$ cat config.mk
export PLATFORM = sky130hd
export DESIGN_NAME = mem_fill_arbiter
export DESIGN_NICKNAME = d
export VERILOG_FILES = /design/src/rtl/mem_fill_arbiter.sv
export SDC_FILE = /design/constraint.sdc
export NUM_CORES = 1
export LEC_CHECK = 0
export ABC_AREA = 1
export BUFFER_PORTS_ARGS = -buffer_cell sky130_fd_sc_hd__buf_2
export CORE_AREA = 2 2 84 94
export DETAILED_ROUTE_END_ITERATION = 16
export DIE_AREA = 0 0 86 96
export GPL_ROUTABILITY_DRIVEN = 1
export SLEW_MARGIN = 30
export SYNTH_ARGS = -nofsm -noshare
export SYNTH_HDL_FRONTEND = slang
export SYNTH_SLANG_ARGS = --single-unit
$ cat constraint.sdc
create_clock -name clk -period 1.6 [get_ports clk]
set_input_delay 0.08 -clock clk [delete_from_list [all_inputs] [get_ports clk]]
set_output_delay 0.08 -clock clk [all_outputs]
set_load 0.05 [all_outputs]
$ cat src/rtl/mem_fill_arbiter.sv
// mem_fill_arbiter: arbitrates I-side and D-side cache-line refills onto a pipelined main memory.
// Build option ROUND_ROBIN_EN: alternate grants under contention (default build: fixed D-over-I).
module mem_fill_arbiter #(
  parameter int unsigned WORDS_PER_BLOCK = 8,
  parameter int unsigned OFF_W           = 3
) (
  input  logic             clk,
  input  logic             rst_n,
  input  logic             I_miss,
  input  logic [15:0]      I_miss_addr,
  input  logic             D_miss,
  input  logic [15:0]      D_miss_addr,
  output logic             mem_en,
  output logic [15:0]      mem_addr,
  input  logic             mem_data_valid,
  input  logic [15:0]      mem_data,
  output logic [15:0]      fill_data,
  output logic [OFF_W-1:0] fill_word,
  output logic             fill_we_I,
  output logic             fill_we_D,
  output logic             I_fill_done,
  output logic             D_fill_done,
  output logic             busy
);

  localparam int unsigned ADDR_W = 16;
  localparam int unsigned CNT_W  = OFF_W + 1;
  localparam int unsigned TAG_W  = ADDR_W - OFF_W - 1;
  localparam logic [CNT_W-1:0] CNT_FULL = CNT_W'(WORDS_PER_BLOCK);
  localparam logic [CNT_W-1:0] CNT_LAST = CNT_W'(WORDS_PER_BLOCK - 1);

  typedef enum logic [1:0] {S_IDLE, S_FILL, S_DONE} state_t;

  state_t             state, state_nxt;
  logic               owner_d, owner_d_nxt;
  logic [TAG_W-1:0]   base_tag, base_tag_nxt;
  logic [CNT_W-1:0]   issue_cnt, issue_cnt_nxt;
  logic [CNT_W-1:0]   recv_cnt, recv_cnt_nxt;
  logic               mem_en_nxt;
  logic [ADDR_W-1:0]  mem_addr_nxt;
  logic [15:0]        fill_data_nxt;
  logic [OFF_W-1:0]   fill_word_nxt;
  logic               fill_we_i_nxt, fill_we_d_nxt;
  logic               i_done_nxt, d_done_nxt;
  logic               busy_nxt;
  logic               grant_d, grant_i;
`ifdef ROUND_ROBIN_EN
  logic               prio_d, prio_d_nxt;
`endif

  // Line offset and byte-select bits of the miss addresses are implied by the burst
  logic unused_addr_bits;
  assign unused_addr_bits = ^{I_miss_addr[OFF_W:0], D_miss_addr[OFF_W:0]};

  always_ff @(posedge clk or negedge rst_n) begin
    if (!rst_n) begin
      state       <= S_IDLE;
      owner_d     <= 1'b1;
      base_tag    <= '0;
      issue_cnt   <= '0;
      recv_cnt    <= '0;
      mem_en      <= 1'b0;
      mem_addr    <= '0;
      fill_data   <= '0;
      fill_word   <= '0;
      fill_we_I   <= 1'b0;
      fill_we_D   <= 1'b0;
      I_fill_done <= 1'b0;
      D_fill_done <= 1'b0;
      busy        <= 1'b0;
`ifdef ROUND_ROBIN_EN
      prio_d      <= 1'b1;
`endif
    end else begin
      state       <= state_nxt;
      owner_d     <= owner_d_nxt;
      base_tag    <= base_tag_nxt;
      issue_cnt   <= issue_cnt_nxt;
      recv_cnt    <= recv_cnt_nxt;
      mem_en      <= mem_en_nxt;
      mem_addr    <= mem_addr_nxt;
      fill_data   <= fill_data_nxt;
      fill_word   <= fill_word_nxt;
      fill_we_I   <= fill_we_i_nxt;
      fill_we_D   <= fill_we_d_nxt;
      I_fill_done <= i_done_nxt;
      D_fill_done <= d_done_nxt;
      busy        <= busy_nxt;
`ifdef ROUND_ROBIN_EN
      prio_d      <= prio_d_nxt;
`endif
    end
  end

  // Next-state and registered-output logic; the first burst word issues in the grant cycle
  always_comb begin
    state_nxt     = state;
    owner_d_nxt   = owner_d;
    base_tag_nxt  = base_tag;
    issue_cnt_nxt = issue_cnt;
    recv_cnt_nxt  = recv_cnt;
    mem_en_nxt    = 1'b0;
    mem_addr_nxt  = mem_addr;
    fill_data_nxt = fill_data;
    fill_word_nxt = fill_word;
    fill_we_i_nxt = 1'b0;
    fill_we_d_nxt = 1'b0;
    i_done_nxt    = 1'b0;
    d_done_nxt    = 1'b0;
    grant_d       = 1'b0;
    grant_i       = 1'b0;
`ifdef ROUND_ROBIN_EN
    prio_d_nxt    = prio_d;
`endif

    case (state)
      S_IDLE: begin
`ifdef ROUND_ROBIN_EN
        grant_d = D_miss && (!I_miss || prio_d);
`else
        grant_d = D_miss;
`endif
        grant_i = I_miss && !grant_d;
        if (grant_d || grant_i) begin
          owner_d_nxt   = grant_d;
          base_tag_nxt  = grant_d ? D_miss_addr[ADDR_W-1:OFF_W+1] : I_miss_addr[ADDR_W-1:OFF_W+1];
          mem_en_nxt    = 1'b1;
          mem_addr_nxt  = {base_tag_nxt, {OFF_W{1'b0}}, 1'b0};
          issue_cnt_nxt = CNT_W'(1);
          recv_cnt_nxt  = '0;
          state_nxt     = S_FILL;
`ifdef ROUND_ROBIN_EN
          prio_d_nxt    = !grant_d;
`endif
        end
      end
      S_FILL: begin
        if (issue_cnt != CNT_FULL) begin
          mem_en_nxt    = 1'b1;
          mem_addr_nxt  = {base_tag, issue_cnt[OFF_W-1:0], 1'b0};
          issue_cnt_nxt = issue_cnt + CNT_W'(1);
        end
        if (mem_data_valid) begin
          fill_data_nxt = mem_data;
          fill_word_nxt = recv_cnt[OFF_W-1:0];
          fill_we_d_nxt = owner_d;
          fill_we_i_nxt = !owner_d;
          recv_cnt_nxt  = recv_cnt + CNT_W'(1);
          if (recv_cnt == CNT_LAST) begin
            state_nxt  = S_DONE;
            d_done_nxt = owner_d;
            i_done_nxt = !owner_d;
          end
        end
      end
      S_DONE:  state_nxt = S_IDLE;
      default: state_nxt = S_IDLE;
    endcase

    busy_nxt = (state_nxt != S_IDLE);
  end

endmodule

==> flow_summary.ini, run 1 <==
[run_status]
status = complete, no violations

[critical_path]
critPathArrivalTime_ns = 1.68
cp-endpoint = mem_addr[9]
startpoint = issue_cnt[0]
slowest_stage = dfrtp_1
cp.depth = 7
worst_path_largest_cell_delay_ns = 0.41
cp_num_buf_inv = 2
endpoint_kind = register
r2r-start = issue_cnt[0]
r2r_end = mem_addr[9]
reg2reg_slack_ns = 0.19
r2r.worst_path.cells = 7
cpLargestDelayFamily = simple AND/OR/NAND/NOR gates
crit_path_max_fanout = 10
worstPathRequired_ns = 1.88
cp_cell_sequence = inv_1 > ha_1 > nand3_2 > nand2_4 > buf_4 > nand3_1 > nand2_1
worstSetupPathType = register to register
worstSetupStartpointType = register

[die]
core_sq_um = 7308
dieHeight_um = 96
rows = 33
start_util_pct = 39.24
ios = 94
dieArea_sq_um = 8256
die_w_um = 86

[timing]
rsz0062_at_grt = no
finClkSkew_ns = 0.01020
min_period_ns = 1.406
maxSlewHeadroom_pct = 66.62
worst_slew_pin_slew_ns = 0.5006
report.final.slew_viol_count = 0
min_period_over_period_pct = 87.85
worst_slack_ns = 0.1943
final_hold_viol_count = 0
report.final.setup_viol = 0
clock.fmax_mhz = 711.4
setup_tns_ns = 0

[clock_tree]
cts_sinks = 63
cts.clk_slew.worst_paths_ns = 0.07
clockBufferDepth = 2
cts_setup_buffers = 0
cts.htree.levels = 3
clk_latency_ns = 0.34
tritoncts = yes
numCtsBuffers = 9
root_buffer = clkbuf_8

[grt]
grt_usage_pct = 17.97
grt_max_degree = 40
grt_pass1_vias = 2495
grt_overflow = 0
antenna_found_initial = 1
grt_pass1_wl_mm = 11.50

[synth]
yosysTopAreaCell = dfrtp_1
syn_inst = 366
yosys_warnings = 0
synth_cell_type_count = 22
synth_area_leaders = dfrtp_1 54%, nand2_1 22%, nand3_1 6.1%, inv_1 4.6%, o21ai_0 3.0%
synth.top_cell.area_share_pct = 54.10
synthFlopType = dfrtp_1
ys_seq_area_share_pct = 55.02
post-synth-top-count-cell = nand2_1
synthArstFlopShare_pct = 100.0
synth.top_cells.by_count = 171 x nand2_1, 62 x dfrtp_1, 35 x inv_1, 35 x nand3_1, 17 x o21ai_0
synth_nets = 422
ys_seq_elements = 63
synth_edf_count = 0
syn_area_sq_um = 2868
post_synth.cell_area_avg_sq_um = 7.835

[pwr]
pwr_density_cell_nw_per_um2 = 2127
p_sw_share_pct = 45.65
power_frac_seq_pct = 32.9
power_frac_clock_pct = 22.5
p_comb_share_pct = 44.6
leakagePower_nw = 2.241
power_switching_mw = 3.727
p_int_mw = 4.438
vdd_drop_max_v = 0.001044

[routing]
drt_wl_total_mm = 6.749
routedWlPerCell_um = 11.97
remaining_drc_errors = 0
drtIter0Drc = 125
viasPerCell = 4.631
via_count = 2612
dr.pass1.iters = 6
antenna_left = 0

[cells_and_area]
areaGrowthSynthToFinish_pct = 33.90
finish.utilization_pct = 52.54
layout-drive-gt1-share_pct = 24.37
fin_nets = 527

[place]
portBuffers = 84
gp_congestion = 0.7646
dpl.hpwl_mm = 4.500
pre_cts_slack_ns = 0.05730

[worst_hold_path]
hold_path.class = input pin to register

[run]
max_cap_violations = 0
cells by family after synthesis:
group	Yosys count	share of synthesized area, %
DFF	63	55.02
AOI/OAI and AO/OA	20	3.708
other	1	0.1308
buffers and inverters	52	7.810
and+or+nand+nor	227	32.02
adders and majority gates	3	1.309
sequential cells by signal, summed over array words and instances (netlist names):
name and cells:
issue_cnt 4, D_fill_done 1, mem_en 1, fill_data 16, owner_d 1, recv_cnt 4
mem_addr 15, base_tag 12, I_fill_done 1, state 2, busy 1, fill_word 3
fill_we_D 1, fill_we_I 1
repair_timing:
item,in CTS,in global routing
hold buffers,17,0
endpoints found under the setup margin,0,17
gates resized for setup,0,3
endpoints found under the hold margin,78,0
layout make-up:
class	count	area, sq um
inverter	36	135.1
antenna	1	2.502
fill	700	3468
clock inverter	7	145.1
tap	87	108.9
timing repair buffer	110	658.1
multi-input combinational	251	1089
clock buffer	9	123.9
sequential	63	1578
power groups by stage:
stage | sequential, mW | clock [mW] | combinational, mW
6_report | 2.68 | 1.84 | 3.64
5_1_grt | 2.78 | 1.94 | 4.02
4_1_cts | 2.69 | 1.88 | 3.64
3_5_place_dp | 2.70 | 0 | 3.60
3_3_place_gp | 2.70 | 0 | 3.56
2_1_floorplan | 4.09 | 0 | 1.32
worst min path at each step:
stage	cells past startpoint	start	end
finish	5	D_miss_addr[7]	base_tag[3]
global route	5	I_miss_addr[7]	base_tag[3]
CTS	5	D_miss_addr[7]	base_tag[3]
detailed placement	2	rst_n	mem_addr[9]
global placement	2	rst_n	mem_addr[9]
floorplan	0	rst_n	D_fill_done
cells in the final DEF, fill, tap and decap left out, drive strengths merged:
cell | synthesis | layout
buf | 12 | 93
dlygate4sd3 | 0 | 17
diode | 0 | 1
nor3b | 1 | 1
o21ai | 18 | 18
a21oi | 1 | 1
nand2 | 173 | 173
ha | 3 | 3
clkinv | 0 | 2
clkinvlp | 0 | 1
inv | 36 | 36
bufinv | 0 | 4
dfstp | 1 | 1
nand3 | 35 | 35
nor2 | 15 | 15
o21a | 1 | 1
nor3 | 1 | 1
clkbuf | 4 | 9
dfrtp | 62 | 62
nand4 | 2 | 2
conb | 1 | 1
metal layers:
layer  share of wire [%]  vias to the layer above  track usage, %  routed length, um
li1                    -                     1331               -                  -
met1                  46                     1189           23.37               3113
met2                  46                       78           28.42               3113
met5                   0                        -               0                  0
met3                 5.4                       14           4.288                364
met4                 2.3                        0           8.333                158
worst min-delay path: stages:
cell and delay [ns]:
buf_2 0.09, inv_1 0.04, nand2_1 0.05, nand2_1 0.06, o21ai_0 0.07
per-stage QoR:
stage	power (mW)	instance area, sq um	hold slack, ns	cells
after floorplan	5.414	2868	-0.2156	366
after global placement	6.264	3383	0.09886	530
after detailed placement	6.307	3383	0.1009	530
after CTS	8.209	3822	0.08895	563
after global routing	8.740	3840	0.1236	564
final	8.166	3840	0.09931	564
No activity file was read; power rests on OpenSTA's default activity.
==> inputs of run 2 (changes only) <==
--- a/config.mk
+++ b/config.mk
@@ -6,11 +6,13 @@
 export NUM_CORES = 1
 export LEC_CHECK = 0
 export ABC_AREA = 1
+export ABC_CLOCK_PERIOD_IN_PS = 1600
 export BUFFER_PORTS_ARGS = -buffer_cell sky130_fd_sc_hd__buf_2
 export CORE_AREA = 2 2 84 94
 export DETAILED_ROUTE_END_ITERATION = 16
 export DIE_AREA = 0 0 86 96
 export GPL_ROUTABILITY_DRIVEN = 1
+export PLACE_DENSITY_LB_ADDON = 0.15
 export SLEW_MARGIN = 30
 export SYNTH_ARGS = -nofsm -noshare
 export SYNTH_HDL_FRONTEND = slang
==> run 2 against run 1 <==
Net effect: final cell count increased by 0.35%; critical path type unchanged; highest routed layer unchanged; clock power is 14% lower; sequential cell count stayed put; fmax down 0.15%; register-to-register slack about the same.
==> flow_summary.ini, run 2 (same netlist as run 1, synthesis figures left out) <==
[routing]
remaining_drc_errors = 0
routedWlPerCell_um = 12.04
drt_wl_total_mm = 6.815
drtIter0Drc = 145
via_count = 2607
dr.pass1.iters = 5
antenna_left = 0
viasPerCell = 4.606

[clock_tree]
clk_latency_ns = 0.33
root_buffer = clkbuf_8
clockBufferDepth = 2
tritoncts = yes
numCtsBuffers = 9
cts_sinks = 63
cts.htree.levels = 3
cts.clk_slew.worst_paths_ns = 0.07

[timing]
clock.fmax_mhz = 710.3
setup_tns_ns = 0
min_period_over_period_pct = 87.99
report.final.slew_viol_count = 0
report.final.setup_viol = 0
worst_slack_ns = 0.1922
rsz0062_at_grt = no
fin_hold_ws_ns = 0.03637
finClkSkew_ns = 0.005603
min_period_ns = 1.408
final_hold_viol_count = 0

[grt]
grt_max_degree = 47
grt_pass1_wl_mm = 11.47
grt_pass1_vias = 2517
grt_usage_pct = 17.88
antenna_found_initial = 0
grt_overflow = 0

[pwr]
leakagePower_nw = 2.254
totalPowerFinal_mw = 7.989
vdd_drop_max_v = 0.0008607
pwr_density_cell_nw_per_um2 = 2075

[die]
die_w_um = 86
dieArea_sq_um = 8256
start_util_pct = 39.24
ios = 94
core_sq_um = 7308
rows = 33
dieHeight_um = 96

[cells_and_area]
top_register = fill_data
layout-drive-gt1-share_pct = 24.84
top_regs = fill_data (16), mem_addr (15), base_tag (12)
antenna_cells = 0
fin_nets = 531
final_common_cell = nand2_1
areaGrowthSynthToFinish_pct = 34.25
mostFrequentLayoutCells = 171 x nand2_1, 84 x buf_2, 62 x dfrtp_1
fill_cells = 717
finish.utilization_pct = 52.68
largest_reg_flops = 16
regArea_sq_um = 1578
multiInputGateArea_sq_um = 1097
design_area_sq_um = 3850
finalNonFillerCells = 566

[place]
portBuffers = 84
gp_congestion = 0.7703
pre_cts_slack_ns = 0.05098
postPlaceCellArea_sq_um = 3418
dpl.hpwl_mm = 4.654
dp_cells = 533

[run]
max_cap_violations = 0

[critical_path]
worstSetupPathType = register to register
worstSetupStartpointType = register
r2r-start = state[1]
crit_path_max_fanout = 29
reg2reg_slack_ns = 0.19
critPathArrivalTime_ns = 1.62
worstPathRequired_ns = 1.81
endpoint_kind = register
r2r_end = base_tag[7]
r2r.worst_path.cells = 5

[run_status]
status = complete, no violations

[worst_hold_path]
hold_path.class = input pin to register
hold_depth = 3
min_to = owner_d
hp-start = D_miss
[run 2: changes by cell type in the layout (fill, tap and decap cells not counted), sizes merged]
cell | before | now
buf | 93 | 97
bufinv | 4 | 2
clkbuf | 9 | 12
clkinv | 2 | 1
clkinvlp | 1 | 0
diode | 1 | 0
[run 2: critical path, cell delays in order (launching register included)]
cell and delay (ns):
dfrtp_1 0.42, nor2_1 0.23, o21ai_4 0.20, buf_4 0.27, nand2_1 0.09, o21ai_0 0.07
[run 2: worst max path at each step]
| stage | start | end | slack, ns | cells after the start |
|---|---|---|---|---|
| 6_report | state[1] | base_tag[7] | 0.19 | 5 |
| 3_5_place_dp | issue_cnt[1] | issue_cnt[1] | 0.05 | 6 |
| 4_1_cts | issue_cnt[1] | issue_cnt[1] | 0.02 | 6 |
| 2_1_floorplan | issue_cnt[0] | mem_addr[10] | 0.28 | 8 |
| 5_1_grt | state[1] | base_tag[5] | 0.07 | 5 |
| 3_3_place_gp | issue_cnt[0] | mem_addr[1] | 0.13 | 7 |
[run 2: layout make-up]
class,count,area share [%]
Clock buffer,12,4.290
Sequential cell,63,40.98
Tap cell,87,2.827
Multi-Input combinational cell,251,28.50
Clock inverter,3,1.690
Timing Repair Buffer,114,18.20
Inverter,36,3.510
[run 2: report_power, final]
group          leakage, nW  internal (mW)  switching, mW
Sequential           0.774           2.29          0.382
Combinational         1.36           1.01           2.73
Clock                0.118          0.994          0.587
[run 2: repair_timing]
action                                  in CTS  in global routing
gates resized for setup                      0                  5
endpoints found under the hold margin       33                  0
buffers inserted                             0                  1
hold buffers                                17                  0
endpoints found under the setup margin       0                 14
[run 2: per-layer routing]
layer,track usage (%),part of all wire [%],up-vias
met5,0,0,-
met4,8.862,1.8,0
met3,2.916,3.3,7
met2,29.26,49,51
met1,23.06,46,1214
li1,-,-,1335
